File: config.mk
export PLATFORM = sky130hd
export DESIGN_NAME = neuron_array_integrator
export DESIGN_NICKNAME = d
export VERILOG_FILES = /design/src/rtl/neuron_array_integrator.sv
export SDC_FILE = /design/constraint.sdc
export NUM_CORES = 1
export LEC_CHECK = 0
export ABC_AREA = 1
export ABC_CLOCK_PERIOD_IN_PS = 7140
export CAP_MARGIN = 20
export CORE_MARGIN = 4
export CORE_UTILIZATION = 35
export DETAILED_ROUTE_END_ITERATION = 8
export PLACE_DENSITY_LB_ADDON = 0.05
export SYNTH_ARGS = -nofsm -noshare
export SYNTH_HDL_FRONTEND = slang
export SYNTH_SLANG_ARGS = --single-unit
File: constraint.sdc
create_clock -name i_clk -period 7.14 [get_ports i_clk]
set_input_delay 1.428 -clock i_clk [delete_from_list [all_inputs] [get_ports i_clk]]
set_output_delay 1.428 -clock i_clk [all_outputs]
set_load 0.05 [all_outputs]
File: src/rtl/neuron_array_integrator.sv
// neuron_array_integrator
//   Time-multiplexed membrane integrator for a core of NEURONS neurons.
//   Between ticks it accumulates synaptic events (one per cycle). On each tick
//   it sweeps the array one neuron per cycle, applying leak, threshold compare,
//   spike emission and the selected reset mode. All membrane arithmetic
//   saturates at the WIDTH-bit signed limits.
//
//   Optional build macro: REFRACTORY_EN adds a per-neuron refractory counter
//   of REFRAC_TICKS ticks loaded on fire.
//
// Ports:
//   i_clk, i_rst            clock, asynchronous active-high reset
//   i_tick                  single-cycle pulse, starts a sweep from IDLE
//   i_syn_valid/o_syn_ready synaptic event handshake (IDLE only)
//   i_syn_neuron/weight     event target index and signed weight
//   i_leak, i_threshold     global signed leak and firing threshold
//   i_reset_value           signed load value for reset modes 0/3
//   i_reset_mode            0/3 load, 1 subtract threshold, 2 no reset
//   i_cfg_we/addr/wdata     host membrane write (IDLE only)
//   o_cfg_rdata             combinational membrane read, 0 when out of range
//   o_busy                  high during SWEEP and DONE
//   o_spike_valid/neuron    registered spike, one cycle after its neuron
//   o_done                  one-cycle pulse at end of sweep
//   o_tick_overrun          sticky, tick seen while busy
module neuron_array_integrator #(
  parameter int WIDTH        = 8,
  parameter int NEURONS      = 16,
  parameter int REFRAC_TICKS = 2,
  localparam int NW          = (NEURONS > 1) ? $clog2(NEURONS) : 1
) (
  input  logic                    i_clk,
  input  logic                    i_rst,
  input  logic                    i_tick,
  input  logic                    i_syn_valid,
  output logic                    o_syn_ready,
  input  logic [NW-1:0]           i_syn_neuron,
  input  logic signed [WIDTH-1:0] i_syn_weight,
  input  logic signed [WIDTH-1:0] i_leak,
  input  logic signed [WIDTH-1:0] i_threshold,
  input  logic signed [WIDTH-1:0] i_reset_value,
  input  logic [1:0]              i_reset_mode,
  input  logic                    i_cfg_we,
  input  logic [NW-1:0]           i_cfg_addr,
  input  logic signed [WIDTH-1:0] i_cfg_wdata,
  output logic signed [WIDTH-1:0] o_cfg_rdata,
  output logic                    o_busy,
  output logic                    o_spike_valid,
  output logic [NW-1:0]           o_spike_neuron,
  output logic                    o_done,
  output logic                    o_tick_overrun
);

  localparam logic [1:0] S_IDLE  = 2'd0;
  localparam logic [1:0] S_SWEEP = 2'd1;
  localparam logic [1:0] S_DONE  = 2'd2;

  localparam logic [NW:0]   LP_N    = NEURONS[NW:0];
  localparam logic [NW-1:0] LP_LAST = NW'(NEURONS - 1);

  logic [1:0]              r_state;
  logic [NW-1:0]           r_idx;
  logic signed [WIDTH-1:0] r_mem [NEURONS];
  logic                    r_spike_valid;
  logic [NW-1:0]           r_spike_neuron;
  logic                    r_overrun;

  logic                    w_syn_in_range;
  logic                    w_cfg_in_range;
  logic                    w_syn_accept;
  logic signed [WIDTH-1:0] w_syn_cur;
  logic signed [WIDTH-1:0] w_syn_sum;
  logic signed [WIDTH-1:0] w_cur;
  logic signed [WIDTH-1:0] w_v;
  logic signed [WIDTH-1:0] w_sub;
  logic signed [WIDTH-1:0] w_next;
  logic                    w_fire;
  logic                    w_refrac_sweep;
  logic                    w_refrac_syn;

  // Sum is carried at WIDTH+1 bits; overflow shows as the two top bits differing.
  function automatic logic signed [WIDTH-1:0] f_sat(input logic [WIDTH:0] s);
    if (s[WIDTH] != s[WIDTH-1])
      return s[WIDTH] ? {1'b1, {(WIDTH-1){1'b0}}} : {1'b0, {(WIDTH-1){1'b1}}};
    return s[WIDTH-1:0];
  endfunction

  assign w_syn_in_range = ({1'b0, i_syn_neuron} < LP_N);
  assign w_cfg_in_range = ({1'b0, i_cfg_addr} < LP_N);

  assign o_syn_ready  = (r_state == S_IDLE) && !i_cfg_we;
  assign w_syn_accept = i_syn_valid && o_syn_ready;

  assign w_syn_cur = w_syn_in_range ? r_mem[i_syn_neuron] : '0;
  assign w_syn_sum = f_sat({w_syn_cur[WIDTH-1], w_syn_cur} + {i_syn_weight[WIDTH-1], i_syn_weight});

  assign w_cur = r_mem[r_idx];
  assign w_v   = f_sat({w_cur[WIDTH-1], w_cur} + {i_leak[WIDTH-1], i_leak});
  assign w_sub = f_sat({w_v[WIDTH-1], w_v} - {i_threshold[WIDTH-1], i_threshold});

  always_comb begin
    w_fire = 1'b0;
    w_next = w_cur;
    if (!w_refrac_sweep) begin
      w_fire = (w_v >= i_threshold);
      if (w_fire) begin
        case (i_reset_mode)
          2'd1:    w_next = w_sub;
          2'd2:    w_next = w_v;
          default: w_next = i_reset_value;
        endcase
      end else begin
        w_next = w_v;
      end
    end
  end

  always_ff @(posedge i_clk or posedge i_rst) begin
    if (i_rst) begin
      for (int i = 0; i < NEURONS; i++) r_mem[i] <= '0;
    end else if (r_state == S_IDLE) begin
      // Host write wins; syn_ready is low whenever cfg_we is high.
      if (i_cfg_we) begin
        if (w_cfg_in_range) r_mem[i_cfg_addr] <= i_cfg_wdata;
      end else if (w_syn_accept && w_syn_in_range && !w_refrac_syn) begin
        r_mem[i_syn_neuron] <= w_syn_sum;
      end
    end else if (r_state == S_SWEEP) begin
      r_mem[r_idx] <= w_next;
    end
  end

  always_ff @(posedge i_clk or posedge i_rst) begin
    if (i_rst) begin
      r_state        <= S_IDLE;
      r_idx          <= '0;
      r_spike_valid  <= 1'b0;
      r_spike_neuron <= '0;
      r_overrun      <= 1'b0;
    end else begin
      case (r_state)
        S_IDLE: begin
          r_spike_valid <= 1'b0;
          if (i_tick) begin
            r_state <= S_SWEEP;
            r_idx   <= '0;
          end
        end
        S_SWEEP: begin
          r_spike_valid <= w_fire;
          if (w_fire) r_spike_neuron <= r_idx;
          if (i_tick) r_overrun <= 1'b1;
          if (r_idx == LP_LAST) r_state <= S_DONE;
          else                  r_idx   <= r_idx + 1'b1;
        end
        S_DONE: begin
          r_spike_valid <= 1'b0;
          if (i_tick) r_overrun <= 1'b1;
          r_state <= S_IDLE;
        end
        default: r_state <= S_IDLE;
      endcase
    end
  end

`ifdef REFRACTORY_EN
  localparam int CW = (REFRAC_TICKS > 0) ? $clog2(REFRAC_TICKS + 1) : 1;
  localparam logic [CW-1:0] LP_LOAD = CW'(REFRAC_TICKS);

  logic [CW-1:0] r_cnt [NEURONS];

  assign w_refrac_sweep = (r_cnt[r_idx] != '0);
  assign w_refrac_syn   = w_syn_in_range ? (r_cnt[i_syn_neuron] != '0) : 1'b0;

  always_ff @(posedge i_clk or posedge i_rst) begin
    if (i_rst) begin
      for (int i = 0; i < NEURONS; i++) r_cnt[i] <= '0;
    end else if (r_state == S_SWEEP) begin
      if (w_refrac_sweep) r_cnt[r_idx] <= r_cnt[r_idx] - 1'b1;
      else if (w_fire)    r_cnt[r_idx] <= LP_LOAD;
    end
  end
`else
  assign w_refrac_sweep = 1'b0;
  assign w_refrac_syn   = 1'b0;
  // REFRAC_TICKS only matters when refractory counters are built.
  logic w_unused_refrac;
  assign w_unused_refrac = (REFRAC_TICKS != 0);
`endif

  assign o_cfg_rdata    = w_cfg_in_range ? r_mem[i_cfg_addr] : '0;
  assign o_busy         = (r_state != S_IDLE);
  assign o_done         = (r_state == S_DONE);
  assign o_spike_valid  = r_spike_valid;
  assign o_spike_neuron = r_spike_neuron;
  assign o_tick_overrun = r_overrun;

endmodule
# Word-level counts from Yosys, hierarchy flattened
# Cells that the tools add are included.
[classes]
n_addsub = 4
n_mul = 0
div_mod_pow = 0
magnitude_cmp = 7
eq_ne = 12
shift = 0
muxes = 43
n_bitwise = 3
reduce_logical = 17
[op_table]
columns = ["operator", "n"]
rows = [
  ["$mux W128", 4],
  ["$bwmux W128", 3],
  ["$mux W8", 19],
  ["$bmux W8 S4", 3],
  ["$demux W8 S4", 3],
  ["$add A8 B8 Y9", 2],
  ["$pmux W8 S2", 1],
  ["$ge A5 B5 Y1 const B", 3],
  ["$lt A5 B1 Y1 const B", 3],
  ["$not A4 Y5", 3],
  ["$sub A8 B8 Y9", 1],
  ["$ge A8 B8 Y1", 1],
  ["$mux W4", 2],
  ["$pmux W4 S2", 1],
  ["$reduce_and A2 Y1", 4],
  ["$reduce_bool A2 Y1", 3],
  ["$logic_and A1 B1 Y1", 5],
  ["$add A4 B1 Y4 const B", 1],
  ["$eq A2 B1 Y1 const B", 2],
  ["$eq A2 B2 Y1 const B", 2],
  ["$eq A4 B4 Y1 const B", 1],
  ["$mux W2", 2],
  ["$ne A2 B2 Y1 const B", 2],
  ["$pmux W2 S2", 1],
  ["9 further kinds", 14],
]
[word_totals]
ff_bits = 140
latchBits = 0
ram_bits = 0
rom_bits = 0
input_bits = 55
output_inout_bits = 17
word_cells = 107
mem_count = 0

# Longest topological paths before layout
# Gate-level depths: netlist (run 1).
[logic_depth]
ltp_word = 17
depth_mapped = 41
mapped_depth_nobuf = 38

# Least setup slack after synthesis (run 1)
# No wires, ideal clock.
[synth_timing]
kind = "register to register"
start = "register r_idx[0]"
end = "register r_mem[101] (netlist name)"
setup_time_ps = 117
arrival_time_ps = 4877
t_required_ps = 7023
slack_ps = 2145
path_stages_with_launch = 39
path_buffers = 3
period_less_slack_ps = 4995
cell_sequence = "dfrtp_1 buf_2 inv_2 clkbuf_1 a21oi_1 o21ai_0 a21oi_1 or4_1 ha_1 fa_1 nand2_1 nand2_1 nand3_1 nand2_1 nand2_1 nand2_4 nand2_8 nand2_2 [... 3 more ...] fa_1 inv_1 nand2_1 nand2_1 nand3_1 nand3_1 nand2_2 nand2_4 nand2_2 inv_2 nand2_1 nand3_1 nand3_4 buf_6 nand3_1 nand2_1 nand2_1 nand2_1"
[synth_via]
elab_chain_cells = 17
word_cells_on_any_way = 27
cone_classes = "add/sub (2); order compare (3); eq/ne (2); mux (18); bitwise (1); reduce/logical (1)"
[synth_lines]
columns = ["item", "line_no", "text"]
rows = [
  ["start: declaration", "61", "logic [NW-1:0] r_idx;"],
  ["start signal: assignment", "153", "else r_idx <= r_idx + 1'b1;"],
  ["$not A4 Y5 (not written as such) *", "96, 128", ""],
  ["$bmux W8 S4", "96", "assign w_cur = r_mem[r_idx];"],
  ["$mux W8 (not written as such) (2 in a row)", "96", ""],
  ["$add A8 B8 Y9", "97", "assign w_v = f_sat({w_cur[WIDTH-1], w_cur} + {i_leak[WIDTH-1], i_leak});"],
  ["$mux W8 / $ne A1 B1 Y1 (equally long branches)", "83, 82", ""],
  ["$mux W8 / $mux W1 (equally long branches)", "82", "if (s[WIDTH] != s[WIDTH-1])"],
  ["$mux W8", "84", "return s[WIDTH-1:0];"],
  ["$sub A8 B8 Y9", "98", "assign w_sub = f_sat({w_v[WIDTH-1], w_v} - {i_threshold[WIDTH-1], i_threshold});"],
  ["$mux W8 / $ne A1 B1 Y1 (equally long branches)", "83, 82", ""],
  ["$mux W8 / $mux W1 (equally long branches)", "82", ""],
  ["$mux W8", "84", ""],
  ["$pmux W8 S2", "106", "case (i_reset_mode)"],
  ["$mux W8", "105", "if (w_fire) begin"],
  ["$bwmux W128 *", "128", "r_mem[r_idx] <= w_next;"],
  ["$mux W128 *", "127", "end else if (r_state == S_SWEEP) begin"],
  ["$mux W128 *", "120", "end else if (r_state == S_IDLE) begin"],
  ["end signal: indexed assignment", "123", "if (w_cfg_in_range) r_mem[i_cfg_addr] <= i_cfg_wdata;"],
  ["end signal: indexed assignment", "125", "r_mem[i_syn_neuron] <= w_syn_sum;"],
  ["end signal: indexed assignment", "128", ""],
  ["end: declaration", "62", "logic signed [WIDTH-1:0] r_mem [NEURONS];"],
]
# Mark *: on every way between the ends. The rest lies on a longest branch, timed or not. The select of a mux whose other input is x is not followed.
# A chain may end at the register's enable or synchronous reset.

# Worst setup path after layout (run 1)
[layout_timing]
start = "register r_idx[0]"
end = "register r_mem[47] (netlist name)"
# The elaborated chain is that of the path after synthesis.

==> run metrics, run 1 <==
first-pass iteration count of the detailed router=6; Critical Path RT=7560 ps; Worst path slowest cell=o21ai_4; RSZ-0062 raised after global routing=no; endpoints failing setup=0; I/O pin cnt=72; CP most frequent cell=nand2_1; Final min period=6297 ps; Mapped Cells=~2400; top sig layer=met4; DIE AREA=0.04477 sq mm; Layout Cells excl Fill=2966; CP Max Fanout=26; cts hold-fix bufs=0; vias in the first global route=15910; TritonCTS Buffers=17; Clock Skew=~10 ps; Synth Flop Type=dfrtp_1; Post-Route WL=73860 um; Final Net Count=2513; Clock Path Buffers=2; post-DP HPWL=50780 um; Critical Path AT=6710 ps; critical path type=register to register; EDFF count, synth=0; # port buffers=71; WL met1=31270 um; post-layout util=between 30 and 40%; Synth Area per Inst=5.970 sq um; total negative slack=0 ps; GRT Residual Overflow=0; VDD IR-drop max=728.4 uV; via count=17390; Peak Freq=roughly 0.16 GHz; largest net degree at the start of global routing=about 70; Max Cap Viol=0; Slowest Stage Delay on Critical Path=650 ps; Worst slew margin=14.18%; htree depth=4; run status=complete, no violations; Die Y=211.6 um; Synth Warn #=0; area grow syn2layout=11.13%; worst min path class=register to register; clk slew on worst S/H paths=70 ps; share of layout cells above drive strength 1=7.850%; Worst Setup End Kind=register; initial core utilization=35.45%; number of library cell types mapped by synthesis=between 40 and 50; # placed instances=2933; DRC=0; Die X=211.6 um; Resized Gates After CTS=0; CTS root buf=clkbuf_16; first-pass GRT wire length=108100 um; Pwr Density=573.5 mW/mm^2; #FFs+latches synth=140; setup repair bufs after CTS=0; initial antenna violation count=1; CP Launch Type=register; total core area=0.04092 sq mm; post-DR vias/cell=5.863; Pleak=7.780 nW; RD Place Congestion=0.9648; 1st-iter DRT viols=between 2000 and 2500; async set-or-reset flop fraction in the synthesized netlist=100.0%; CTS tree=yes; Placed Area=approximately 0.016 sq mm; commonest non-fill, non-tap cell in the layout=nand2_1; Slew @ Worst Pin=around 1300 ps; Synth Net Count=2523; Final Cell Area=0.01612 sq mm; DR WL met3=8100 um; WHS=463.2 ps; clk sinks=140; Post-Syn Area=0.01451 sq mm; period utilization=between 80% and 90%; most frequent cells in the layout=nand2_1 (915), nand3_1 (225), inv_1 (211); GRT Total Usage=between 30% and 40%; Hold Fails Final Rpt=0; WL/cell=24.90 um; ANT nets after route=0; max-slew violations=0; row cnt=74; latest clock arrival within the worst-skew pair=500 ps; met2 routed WL=30680 um; sequential share of the synthesized area=24.15%
-- synthesized netlist by cell type (20+ instances only) --
master    count  area [sq um]
nand2_1     915          3435
nand3_1     225          1126
inv_1       213         799.5
o21ai_0     145         725.7
o22ai_1     144         900.9
dfrtp_1     140          3503
a21oi_1     137         685.7
clkbuf_1     84         315.3
nand4_1      84         525.5
nor2_1       76         285.3
ha_1         35         437.9
nor2_2       26         162.7
nand2_2      25         156.4
inv_2        20         75.07
-- layout make-up --
class | instances | area [sq um]
antenna | 1 | 2.502
multi-input combinational | 1915 | 9459
tap | 532 | 665.6
inverter | 237 | 900.9
fill | 4496 | 24800
clock buffer | 20 | 456.7
clock inverter | 12 | 138.9
sequential | 140 | 3505
timing repair buffer | 109 | 993.5
-- path summary, 6_finish.rpt --
path	from	slack [ps]	cells after the start	to
hold reg to reg	o_tick_overrun	460	1	o_tick_overrun
max in group asynchronous	i_rst	4600	3	r_mem[29]
setup reg to reg	r_idx[0]	840	32	r_mem[47]
hold / removal	o_tick_overrun	460	1	o_tick_overrun
setup / recovery	r_idx[0]	840	32	r_mem[47]
min in group asynchronous	i_rst	1410	2	r_state[1]
-- cells by family (layout without fill, tap and decap cells) --
| kind of cell | Yosys count | count (layout) | synth area share (%) |
|---|---|---|---|
| adders and majority gates | 38 | 38 | 3.433 |
| xor gates and xnor gates | 13 | 13 | 0.7848 |
| buffers and inverters | 375 | 378 | 10.74 |
| and+or+nand+nor | 1406 | 1406 | 42.77 |
| other | 0 | 1 | 0 |
| AOI/OAI and AO/OA | 458 | 458 | 18.13 |
| DFF | 140 | 140 | 24.15 |
-- layer usage --
metal  up-vias  track usage, %
met5         -               0
met4         0           14.88
met3       177           8.684
met2      1068           47.03
met1      8107           45.03
li1       8037               -
-- power breakdown --
part           switching [W]  leakage (nW)  internal (W)
registers           0.000195          1.90      0.000983
logic                0.00548          5.61       0.00164
clock network       0.000419         0.279      0.000534
total                0.00609          7.78       0.00316
-- worst max-delay path, delay by kind of cell, from the launching register on --
kind | cells | cell delay [ps]
AOI/OAI and AO/OA | 8 | 1590
adders and majority gates | 3 | 1010
buffers and inverters | 4 | 920
DFF | 1 | 580
and+or+nand+nor | 17 | 2070
-- registers in the layout (all words and copies together), names as in the netlist --
signal,count
o_spike_neuron,4
r_state,2
o_tick_overrun,1
o_spike_valid,1
r_mem,128
r_idx,4
-- per-stage QoR --
step           total power, W  setup WS [ps]
2_1_floorplan        0.005789           1959
3_3_place_gp         0.008108          688.3
3_5_place_dp         0.008119          774.0
4_1_cts              0.009087          958.5
5_1_grt              0.009716          398.7
6_report             0.009246          843.4
Power figures use the tool's default switching activity.
==> run 2, diff against run 1 <==
--- a/config.mk
+++ b/config.mk
@@ -7,10 +7,10 @@
 export LEC_CHECK = 0
 export ABC_AREA = 1
 export ABC_CLOCK_PERIOD_IN_PS = 7140
-export CAP_MARGIN = 20
 export CORE_MARGIN = 4
 export CORE_UTILIZATION = 35
 export DETAILED_ROUTE_END_ITERATION = 8
+export HOLD_SLACK_MARGIN = 0.1
 export PLACE_DENSITY_LB_ADDON = 0.05
 export SYNTH_ARGS = -nofsm -noshare
 export SYNTH_HDL_FRONTEND = slang
==> results of run 2 <==
Final layout, timing and power as in run 1 (identical DEF).
